## config.mk

```make
export PLATFORM = sky130hd
export DESIGN_NAME = prng_sample_display_flat
export DESIGN_NICKNAME = d
export VERILOG_FILES = /design/src/rtl/prng_pkg.sv /design/src/rtl/prng_sample_display_if.sv /design/src/rtl/btn_debounce.sv /design/src/rtl/prng_sample_display.sv /design/src/flat_wrapper.sv
export SDC_FILE = /design/constraint.sdc
export NUM_CORES = 1
export LEC_CHECK = 0
export ABC_AREA = 1
export CAP_MARGIN = 15
export CORE_ASPECT_RATIO = 1.1
export CORE_UTILIZATION = 40
export CTS_CLUSTER_SIZE = 20
export DETAILED_ROUTE_END_ITERATION = 12
export GPL_ROUTABILITY_DRIVEN = 0
export PLACE_DENSITY = 0.61
export SLEW_MARGIN = 5
export SYNTH_ARGS = -nofsm -noshare
export SYNTH_HDL_FRONTEND = slang
export SYNTH_HIERARCHICAL = 1
export SYNTH_SLANG_ARGS = --single-unit
```

## constraint.sdc

```tcl
create_clock -name CLK -period 4.8 [get_ports CLK]
set_input_delay 0.96 -clock CLK [delete_from_list [all_inputs] [get_ports CLK]]
set_output_delay 0.96 -clock CLK [all_outputs]
set_load 0.02 [all_outputs]
```

## src/rtl/prng_pkg.sv

```systemverilog
// prng_pkg: shared state encoding and active-high hex-to-7-segment table for the sample display
package prng_pkg;

   typedef enum logic [1:0] {
      ST_BLANK = 2'd0,
      ST_RUN   = 2'd1,
      ST_HOLD  = 2'd2
   } state_t;

   // Active-high form; segment polarity is applied by the display stage
   localparam logic [6:0] SEG_BLANK = 7'h00;

   // {g,f,e,d,c,b,a}, active-high
   localparam logic [6:0] HEX_TABLE [16] = '{
      7'h3F, 7'h06, 7'h5B, 7'h4F, 7'h66, 7'h6D, 7'h7D, 7'h07,
      7'h7F, 7'h6F, 7'h77, 7'h7C, 7'h39, 7'h5E, 7'h79, 7'h71
   };

   function automatic logic [6:0] hex_seg(input logic [3:0] d);
      return HEX_TABLE[d];
   endfunction

endpackage

```

## src/rtl/prng_sample_display_if.sv

```systemverilog
// prng_sample_display_if: random byte in, button in, held sample and 7-segment digits out
interface prng_sample_display_if;
   logic [7:0] rnd_in;
   logic       hold_btn;
   logic [7:0] sample_out;
   logic       sample_valid;
   logic       tick_out;
   logic [1:0] state_out;
   logic [6:0] HEX0;
   logic [6:0] HEX1;

   modport master (
      output rnd_in, hold_btn,
      input  sample_out, sample_valid, tick_out, state_out, HEX0, HEX1
   );

   modport slave (
      input  rnd_in, hold_btn,
      output sample_out, sample_valid, tick_out, state_out, HEX0, HEX1
   );
endinterface

```

## src/rtl/btn_debounce.sv

```systemverilog
// btn_debounce: 2-FF synchroniser plus stability counter; one-cycle pulse on accepted 0->1 level change
module btn_debounce #(
   parameter int DEBOUNCE_CYC = 500_000
) (
   input  logic CLK,
   input  logic EN,
   input  logic btn_raw,
   output logic level,
   output logic press_pulse
);

   localparam int DW = DEBOUNCE_CYC > 1 ? $clog2(DEBOUNCE_CYC) : 1;
   localparam logic [DW-1:0] LAST = DW'(DEBOUNCE_CYC - 1);

   logic          r_s1;
   logic          r_s2;
   logic          r_level;
   logic          r_press;
   logic [DW-1:0] r_cnt;
   logic          w_accept;

   // Counter only advances while a level change is pending, so it never exceeds LAST
   assign w_accept = (r_s2 != r_level) && (r_cnt == LAST);

   always_ff @(posedge CLK or negedge EN) begin
      if (!EN) begin
         r_s1    <= 1'b0;
         r_s2    <= 1'b0;
         r_level <= 1'b0;
         r_press <= 1'b0;
         r_cnt   <= '0;
      end else begin
         r_s1    <= btn_raw;
         r_s2    <= r_s1;
         r_cnt   <= (r_s2 == r_level || w_accept) ? '0 : r_cnt + 1'b1;
         r_level <= w_accept ? r_s2 : r_level;
         r_press <= w_accept & r_s2;
      end
   end

   assign level       = r_level;
   assign press_pulse = r_press;

endmodule

```

## src/rtl/prng_sample_display.sv

```systemverilog
// prng_sample_display: samples the PRNG byte once per update period, holds it, and drives two hex digits;
// a debounced button toggles freeze/resume.
module prng_sample_display
   import prng_pkg::*;
#(
   parameter int CLK_HZ         = 50_000_000,
   parameter int UPDATE_HZ      = 1,
   parameter int DEBOUNCE_CYC   = 500_000,
   parameter int SEG_ACTIVE_LOW = 1
) (
   input  logic                  CLK,
   input  logic                  EN,
   prng_sample_display_if.slave  bus
);

   localparam int DIV = CLK_HZ / UPDATE_HZ;
   localparam int W   = $clog2(DIV);
   localparam logic [W-1:0] LAST = W'(DIV - 1);
   localparam logic [W-1:0] HALF = W'(DIV / 2);
   localparam logic [6:0] BLANK_OUT = SEG_ACTIVE_LOW != 0 ? ~SEG_BLANK : SEG_BLANK;

   logic [W-1:0] r_cnt;
   logic [W-1:0] w_cnt_nxt;
   logic         w_tick;
   logic         w_level;
   logic         w_press_pulse;
   logic         w_press;
   logic         r_tick_out;
   state_t       r_state;
   logic [7:0]   r_sample;
   logic         r_valid;
   logic [6:0]   r_hex0;
   logic [6:0]   r_hex1;

   function automatic logic [6:0] pol(input logic [6:0] s);
      return SEG_ACTIVE_LOW != 0 ? ~s : s;
   endfunction

   btn_debounce #(.DEBOUNCE_CYC(DEBOUNCE_CYC)) u_debounce (
      .CLK         (CLK),
      .EN          (EN),
      .btn_raw     (bus.hold_btn),
      .level       (w_level),
      .press_pulse (w_press_pulse)
   );

   assign w_press   = w_press_pulse & w_level;
   assign w_tick    = r_cnt == LAST;
   assign w_cnt_nxt = w_tick ? '0 : r_cnt + 1'b1;

   // tick_out is derived from the next count so it is high exactly while count >= DIV/2
   always_ff @(posedge CLK or negedge EN) begin
      if (!EN) begin
         r_cnt      <= '0;
         r_tick_out <= 1'b0;
         r_state    <= ST_BLANK;
         r_sample   <= '0;
         r_valid    <= 1'b0;
         r_hex0     <= BLANK_OUT;
         r_hex1     <= BLANK_OUT;
      end else begin
         r_cnt      <= w_cnt_nxt;
         r_tick_out <= w_cnt_nxt >= HALF;
         r_valid    <= 1'b0;
         r_hex0     <= r_state == ST_BLANK ? BLANK_OUT : pol(hex_seg(r_sample[3:0]));
         r_hex1     <= r_state == ST_BLANK ? BLANK_OUT : pol(hex_seg(r_sample[7:4]));
         case (r_state)
            ST_BLANK: begin
               if (w_tick) begin
                  r_sample <= bus.rnd_in;
                  r_valid  <= 1'b1;
                  r_state  <= ST_RUN;
               end
            end
            ST_RUN: begin
               if (w_tick) begin
                  r_sample <= bus.rnd_in;
                  r_valid  <= 1'b1;
               end
               if (w_press) r_state <= ST_HOLD;
            end
            ST_HOLD: begin
               if (w_press) r_state <= ST_RUN;
            end
            default: r_state <= ST_BLANK;
         endcase
      end
   end

   assign bus.sample_out   = r_sample;
   assign bus.sample_valid = r_valid;
   assign bus.tick_out     = r_tick_out;
   assign bus.state_out    = r_state;
   assign bus.HEX0         = r_hex0;
   assign bus.HEX1         = r_hex1;

endmodule
```

## src/flat_wrapper.sv

```systemverilog
// flat-port wrapper written by rule: the top's interface ports become plain ports
module prng_sample_display_flat import prng_pkg::*;
#(
   parameter int CLK_HZ         = 50_000_000,
   parameter int UPDATE_HZ      = 1,
   parameter int DEBOUNCE_CYC   = 500_000,
   parameter int SEG_ACTIVE_LOW = 1
)
  (CLK, EN, bus_rnd_in, bus_hold_btn, bus_sample_out, bus_sample_valid, bus_tick_out, bus_state_out, bus_HEX0, bus_HEX1);
  prng_sample_display_if bus_i ();
  input  logic CLK;
  input  logic EN;
  input wire logic [$bits(bus_i.rnd_in)-1:0] bus_rnd_in;
  input wire logic [$bits(bus_i.hold_btn)-1:0] bus_hold_btn;
  output wire logic [$bits(bus_i.sample_out)-1:0] bus_sample_out;
  output wire logic [$bits(bus_i.sample_valid)-1:0] bus_sample_valid;
  output wire logic [$bits(bus_i.tick_out)-1:0] bus_tick_out;
  output wire logic [$bits(bus_i.state_out)-1:0] bus_state_out;
  output wire logic [$bits(bus_i.HEX0)-1:0] bus_HEX0;
  output wire logic [$bits(bus_i.HEX1)-1:0] bus_HEX1;
  assign bus_i.rnd_in = bus_rnd_in;
  assign bus_i.hold_btn = bus_hold_btn;
  assign bus_sample_out = bus_i.sample_out;
  assign bus_sample_valid = bus_i.sample_valid;
  assign bus_tick_out = bus_i.tick_out;
  assign bus_state_out = bus_i.state_out;
  assign bus_HEX0 = bus_i.HEX0;
  assign bus_HEX1 = bus_i.HEX1;
  prng_sample_display #(.CLK_HZ(CLK_HZ), .UPDATE_HZ(UPDATE_HZ), .DEBOUNCE_CYC(DEBOUNCE_CYC), .SEG_ACTIVE_LOW(SEG_ACTIVE_LOW)) u_core (.CLK(CLK), .EN(EN), .bus(bus_i));
endmodule
```

Word level (Yosys, flattened, before mapping)
Memories as Yosys holds them, arrays and structs flattened.
Index checks and enable logic that the tools add are counted.
Storage, ports and cells
  register bits after elaboration: 75
  bits in latches: 0
  bits in writable memories: 0
  ROM bits: 224
  input bits: 11
  output and inout port bits: 26
  logic and storage cells: 54
  memories kept: 2
Memory list
  (no name shown): depth 16, bits a word 7, read ports 1, clocked after Yosys merged registers in 0, wr ports 0, line prng_pkg.sv:20  | return HEX_TABLE[d];
  (no name shown): depth 16, bits a word 7, read ports 1, clocked after Yosys merged registers in 0, wr ports 0, line prng_pkg.sv:20
Cells by class
  add/subtract/negate cells: 2
  $mul: 0
  divide/modulo/power cells: 0
  $lt $le $gt $ge: 3
  equal/unequal tests: 9
  shift operators: 0
  mux-type cells: 14
  bitwise logic cells: 6
  reduce and logical (&&, ||, !) cells: 6
Operators with widths (count)
  2-to-1 mux 7 bit: 6
  adder 26 x 1 -> 26 bit (second input constant): 1
  == test 26 bit (second input constant): 1
  greater-or-equal comparator 26 x 25 -> 1 bit (second input constant): 1
  2-to-1 mux 26 bit: 1
  adder 19 x 1 -> 19 bit (second input constant): 1
  == test 19 bit (second input constant): 1
  2-to-1 mux 19 bit: 1
  inverter 7 bit: 2
  greater-or-equal comparator 5 bit (second input constant): 2
  inverter 4 -> 5 bit: 2
  2-to-1 mux 2 bit: 3
  != test 2 x 1 -> 1 bit (second input constant): 3
  one-hot mux 2 bit (3 select lines): 1
  AND reduction 3 bit: 1
  bitwise AND 1 bit: 2
  == test 2 x 1 -> 1 bit (second input constant): 1
  == test 2 bit (second input constant): 1
  logical NOT 2 bit: 1
  2-to-1 mux 1 bit: 2
  AND reduction 2 bit: 1
  OR reduction 2 bit: 1
  == test 1 bit: 1
  logical AND 1 bit: 1
  other kinds (2): 2

Logic depth before layout (Yosys ltp)
  word-level depth: 6
  gate-level depth with buffers: 14

By module
Netlist, hierarchy kept.
By module, submodules not included
  prng_sample_display: instances 1, cells an instance 424, area an instance 3189.3 um^2, sequential area each 1318.8 um^2
  btn_debounce: instances 1, cells an instance 152, area an instance 1211.2 um^2, sequential area each 575.6 um^2

Worst setup path after synthesis
OpenSTA, ideal clock, no wires.
  kind: register to register
  start: register u_core.r_cnt[0]
  end: register u_core.r_tick_out (netlist: u_core/bus.tick_out)
  data arrival time: 1.560 ns
  setup slack: 3.122 ns
  cell stages (with the launch flop): 12
  path buffers: 0
  clock period less this slack: 1.678 ns
  cell sequence: dfrtp_1 ha_1 nand2_4 nor2_8 inv_2 nor3_1 xor2_1 inv_1 nand3_1 nor2_2 nand2_1 nand2_1
Between the ends
  word-level cells in the longest chain between the ends: 3
  elaborated cells on any way between the ends: 4
  classes of those cells: 1 x add/sub; 1 x order compare; 1 x eq/ne; 1 x mux
RTL lines
  from (decl): line prng_sample_display.sv:22  | logic [W-1:0] r_cnt;
  from (signal assigned): line prng_sample_display.sv:62  | r_cnt <= w_cnt_nxt;
  adder 26 x 1 -> 26 bit or == test 26 bit (tied branches): line prng_sample_display.sv:49, prng_sample_display.sv:48
  2-to-1 mux 26 bit *: line prng_sample_display.sv:49  | assign w_cnt_nxt = w_tick ? '0 : r_cnt + 1'b1;
  greater-or-equal comparator 26 x 25 -> 1 bit *: line prng_sample_display.sv:63  | r_tick_out <= w_cnt_nxt >= HALF;
  to (signal assigned): line prng_sample_display.sv:55  | r_tick_out <= 1'b0;
  to (signal assigned): line prng_sample_display.sv:63
  to (decl): line prng_sample_display.sv:28  | logic r_tick_out;
Every way passes the cells marked *; elsewhere a longest branch is shown, timed or not.
A chain may end at the register's enable or synchronous reset.

Worst setup path in the final report
  start: register u_core.r_sample[6] (netlist: u_core/bus.sample_out[6])
  end: output port bus_sample_out[6]
RTL lines
  from (decl): line prng_sample_display.sv:30  | logic [7:0] r_sample;
  from (signal assigned): line prng_sample_display.sv:70  | r_sample <= bus.rnd_in;
  from (signal assigned): line prng_sample_display.sv:77  | r_sample <= bus.rnd_in;
  to (decl): line flat_wrapper.sv:15  | output wire logic [$bits(bus_i.sample_out)-1:0] bus_sample_out;
No word-level cell between the ends.

==> results <==
- The fraction of met3 tracks used by global routing is 2.95%.
- The mapped netlist covers 0.00440 mm^2.
- The number of top-level pins is 37.
- In this run the most critical hold path is launched from u_core/u_debounce/r_s1.
- The setup slack at placement is 2.67 ns.
- The mean area per synthesized cell is 7.64 um^2.
- The number of design-rule violations left by the first detailed-router iteration is 155.
- The detail-routed via count per cell is 4.77.
- The critical path startpoint category is a register.
- The kind of critical path is register to output pin.
- The max-slew violation count is 0.
- The number of cells on the critical path is 1.
- The H-tree was split into 3 levels.
- The global-route track usage on met2 is 31.1%.
- The number of antenna violations at the first check in global routing came to 0.
- The all-layer global routing usage is 18.8%.
- Dividing the final minimum period by the clock period gives 51.9%.
- The critical path goes through clkdlybuf4s50_1.
- The initial core utilization is 41.7%.
- Including well taps, the total number of placed cells is 749.
- The via count of the first global-routing pass was 3,615.
- In this run the post-CTS setup repair buffer count came out at 0.
- The final layout contains 640 nets.
- Setup violations remaining at the end of the flow were counted as 0.
- The clock tree from TritonCTS is yes.
- The tool flagged a number of max-cap violations equal to 0.
- The proportion of layout cells with a drive suffix above 1 is 12.4%.
- The startpoint of the worst setup timing path is u_core/bus.sample_out[6].
- The number of sinks on the clock net is 75.
- Data on the critical path is required at its endpoint by 3.84 ns.
- VDD sags by at most 0.190 mV.
- The data arrival time of the critical path is 1.53 ns.
- STA classifies the critical path endpoint as an output pin.
- In this run the critical register-to-register path is launched from u_core/r_cnt[0].
- The headroom to the max-slew limit is 36.8%.
- The run finished with clean final reports.
- The setup skew after layout is 0.00513 ns.
- The slowest library cell on the worst path is sky130_fd_sc_hd__clkdlybuf4s50_1.
- The count of endpoints failing hold in the final timing report came to 0.
- Static timing analysis puts the maximum clock frequency at 402 MHz.
- In the final timing run, aggregate negative setup slack is 0 ns.
- The Yosys step of the flow raised 6 warnings.
- In this design, the stage delay of the slowest critical-path cell is 0.67 ns.
- For met1 alone, demand over resource in global routing was 24.5%.
- Following the worst setup path forward leads to its endpoint at bus_sample_out[6].
- Dividing total power by cell area gives a power density of 261 mW/mm^2.
- The first global-routing pass estimated 16.8 mm of wire.
- In this run the most used layer during global routing was met2.
- After floorplanning, the core was divided into 39 placement rows.
- After clock tree synthesis, the clock-pin slew on the worst setup and hold paths is 0.06 ns.
- The number of register bits inferred by synthesis is 75.
- The number of detailed-route iterations in the first pass is 5.
- In the final routed layout, each cell accounts on average for 12.5 um.
- The post-synthesis sequential area ratio is 43.0%.
- The clock period minus worst slack is 2.49 ns.
- The antenna diode count is 0.
- The count of hold buffers inserted by post-cts repair is 0.
- The worst register-to-register path has a setup slack of 2.80 ns.
- The gate count after technology mapping is 576.
- Summed over all cells, the static leakage comes to 2.43 nW.
- The die footprint is 0.0114 mm^2.
- Input and output buffers added on the ports amount to 36.
- For the worst-skew pair, the clock arrives at the later sink with an insertion delay of 0.33 ns.
- For the pin with the worst max-slew slack, the measured transition is 0.949 ns.
- The clock tree buffer depth is 2.
- Setup repair after global routing left no endpoint under its margin.
- The pin count of the biggest net entering global routing is 76.
- The core region is 0.0105 mm^2.
- The number of clock buffers inserted by TritonCTS is 9.
- The routed wire length is 9.57 mm.
- The family of cells with the greatest summed delay on the critical path is buffers and inverters.
- The worst hold path class is register to register.
- From synthesis to final layout, the design area changed by 18.5%.
- The net count after synthesis is 599.
- The cell sitting at the root of the clock tree is a sky130_fd_sc_hd__clkbuf_16.
- The count of cells resized by post-cts repair is 0.
- The die is 102 um wide.
- The smallest setup slack after layout is 2.31 ns.
- Detailed routing inserted a total of 3,647 vias.
- The number of inserted filler cells in the final layout is 1,041.
- The worst register-to-register path ends at u_core/bus.tick_out.
- The netlist uses 35 different library cells.
- For this run the aggregate overflow at the end of global routing stands at 0.
- Measured along the y axis, the die boundary spans 112 um.
- Along the worst hold path, the cell count comes to 0.
- The number of remaining DRC errors is 0.
- The number of cell instances on the worst register-to-register path is 11.
- The top fanout value on the critical path is 12.
- Once detail routing completed, the nets flagged for antenna violations numbered 0.
- Detailed placement finished with a half-perimeter wire length of 7.05 mm.
- The count of placed standard cells in the final layout, fillers left out is 765.
- The sum of buffers and inverters on the critical path is 1.
cells in the final DEF, fill, tap and decap left out, drive strengths merged:
cell type / instances
a21oi: 12
a31oi: 2
buf: 1
bufinv: 1
clkbuf: 11
clkdlybuf4s50: 35
clkinv: 4
clkinvlp: 1
dfrtp: 61
dfstp: 14
ha: 12
inv: 82
nand2: 146
nand3: 55
nand3b: 2
nand4: 9
nor2: 115
nor3: 6
nor3b: 1
o2111ai: 2
o211ai: 4
o21ai: 20
o21bai: 1
o311ai: 3
o31ai: 1
or2: 1
xnor2: 7
xor2: 13
sequential cells by signal, indices dropped and copies added (netlist names):
name and cells:
u_core/u_debounce/r_cnt 19, u_core/bus.HEX0 7, u_core/bus.HEX1 7, u_core/bus.state_out 2
u_core/u_debounce/r_s2 1, u_core/u_debounce/press_pulse 1, u_core/u_debounce/level 1, u_core/u_debounce/r_s1 1
u_core/bus.sample_out 8, u_core/r_cnt 26, u_core/bus.sample_valid 1, u_core/bus.tick_out 1
stage by stage:
| stage | cell area [um^2] | power (W) | hold slack (ns) | utilization (%) |
|---|---|---|---|---|
| 3_3_place_gp | 4900 | 0.000679 | 0.334 | 46.5 |
| 3_5_place_dp | 4900 | 0.000679 | 0.335 | 46.5 |
| 6_report | 5220 | 0.00136 | 0.346 | 49.5 |
| 2_1_floorplan | 4400 | 0.000657 | 0.331 | - |
| 5_1_grt | 5220 | 0.00141 | 0.360 | 49.5 |
| 4_1_cts | 5220 | 0.00139 | 0.349 | 49.5 |
worst min path at each step:
stage                                   to  slack [ns]
detailed placement  u_core/u_debounce/r_s2        0.33
global route        u_core/u_debounce/r_s2        0.36
floorplan           u_core/u_debounce/r_s2        0.33
CTS                 u_core/u_debounce/r_s2        0.35
finish              u_core/u_debounce/r_s2        0.35
global placement    u_core/u_debounce/r_s2        0.33
cell type report:
type / count / area [um^2] / share of cell area, %
timing repair buffer: 36 / 358 / 6.86
tap: 143 / 179 / 3.43
multi-input combinational: 412 / 2160 / 41.4
clock buffer: 11 / 253 / 4.85
inverter: 83 / 312 / 5.97
clock inverter: 5 / 60.1 / 1.15
sequential: 75 / 1890 / 36.3
synthesized netlist by cell type, drive strengths merged:
cell | number | area share (%)
clkbuf | 4 | 0.34
a21oi | 12 | 1.4
inv | 81 | 6.9
ha | 12 | 3.4
nand2 | 146 | 14
a31oi | 2 | 0.28
dfstp | 14 | 8.4
o2111ai | 2 | 0.40
or2 | 1 | 0.14
nand3 | 55 | 6.5
xor2 | 13 | 2.9
o21ai | 20 | 2.3
dfrtp | 61 | 35
xnor2 | 7 | 1.4
nor3b | 1 | 0.17
nor3 | 6 | 0.68
nand3b | 2 | 0.34
nor2 | 115 | 13
buf | 2 | 0.45
nand4 | 9 | 1.3
o21bai | 1 | 0.17
o31ai | 1 | 0.17
clkinv | 2 | 0.17
o311ai | 3 | 0.60
o211ai | 4 | 0.68
where the power goes:
part | switching, W | internal (W)
Sequential | 0.00000229 | 0.000636
Clock | 0.000264 | 0.000433
Combinational | 0.0000186 | 0.0000100
metal layers:
metal / vias to the layer above / part of all wire, %
met2: 71 / 48
li1: 1900 / -
met5: - / 0
met4: 0 / 1.7
met3: 11 / 3.8
met1: 1665 / 47
cells by family after synthesis:
kind of cell | Yosys count | synth area share (%)
and+or+nand+nor | 335 | 35.4
buffers and inverters | 89 | 7.88
DFF | 75 | 43.0
AOI/OAI and AO/OA | 45 | 5.94
xor gates and xnor gates | 20 | 4.32
adders and majority gates | 12 | 3.41
No activity file was read; power rests on OpenSTA's default activity.
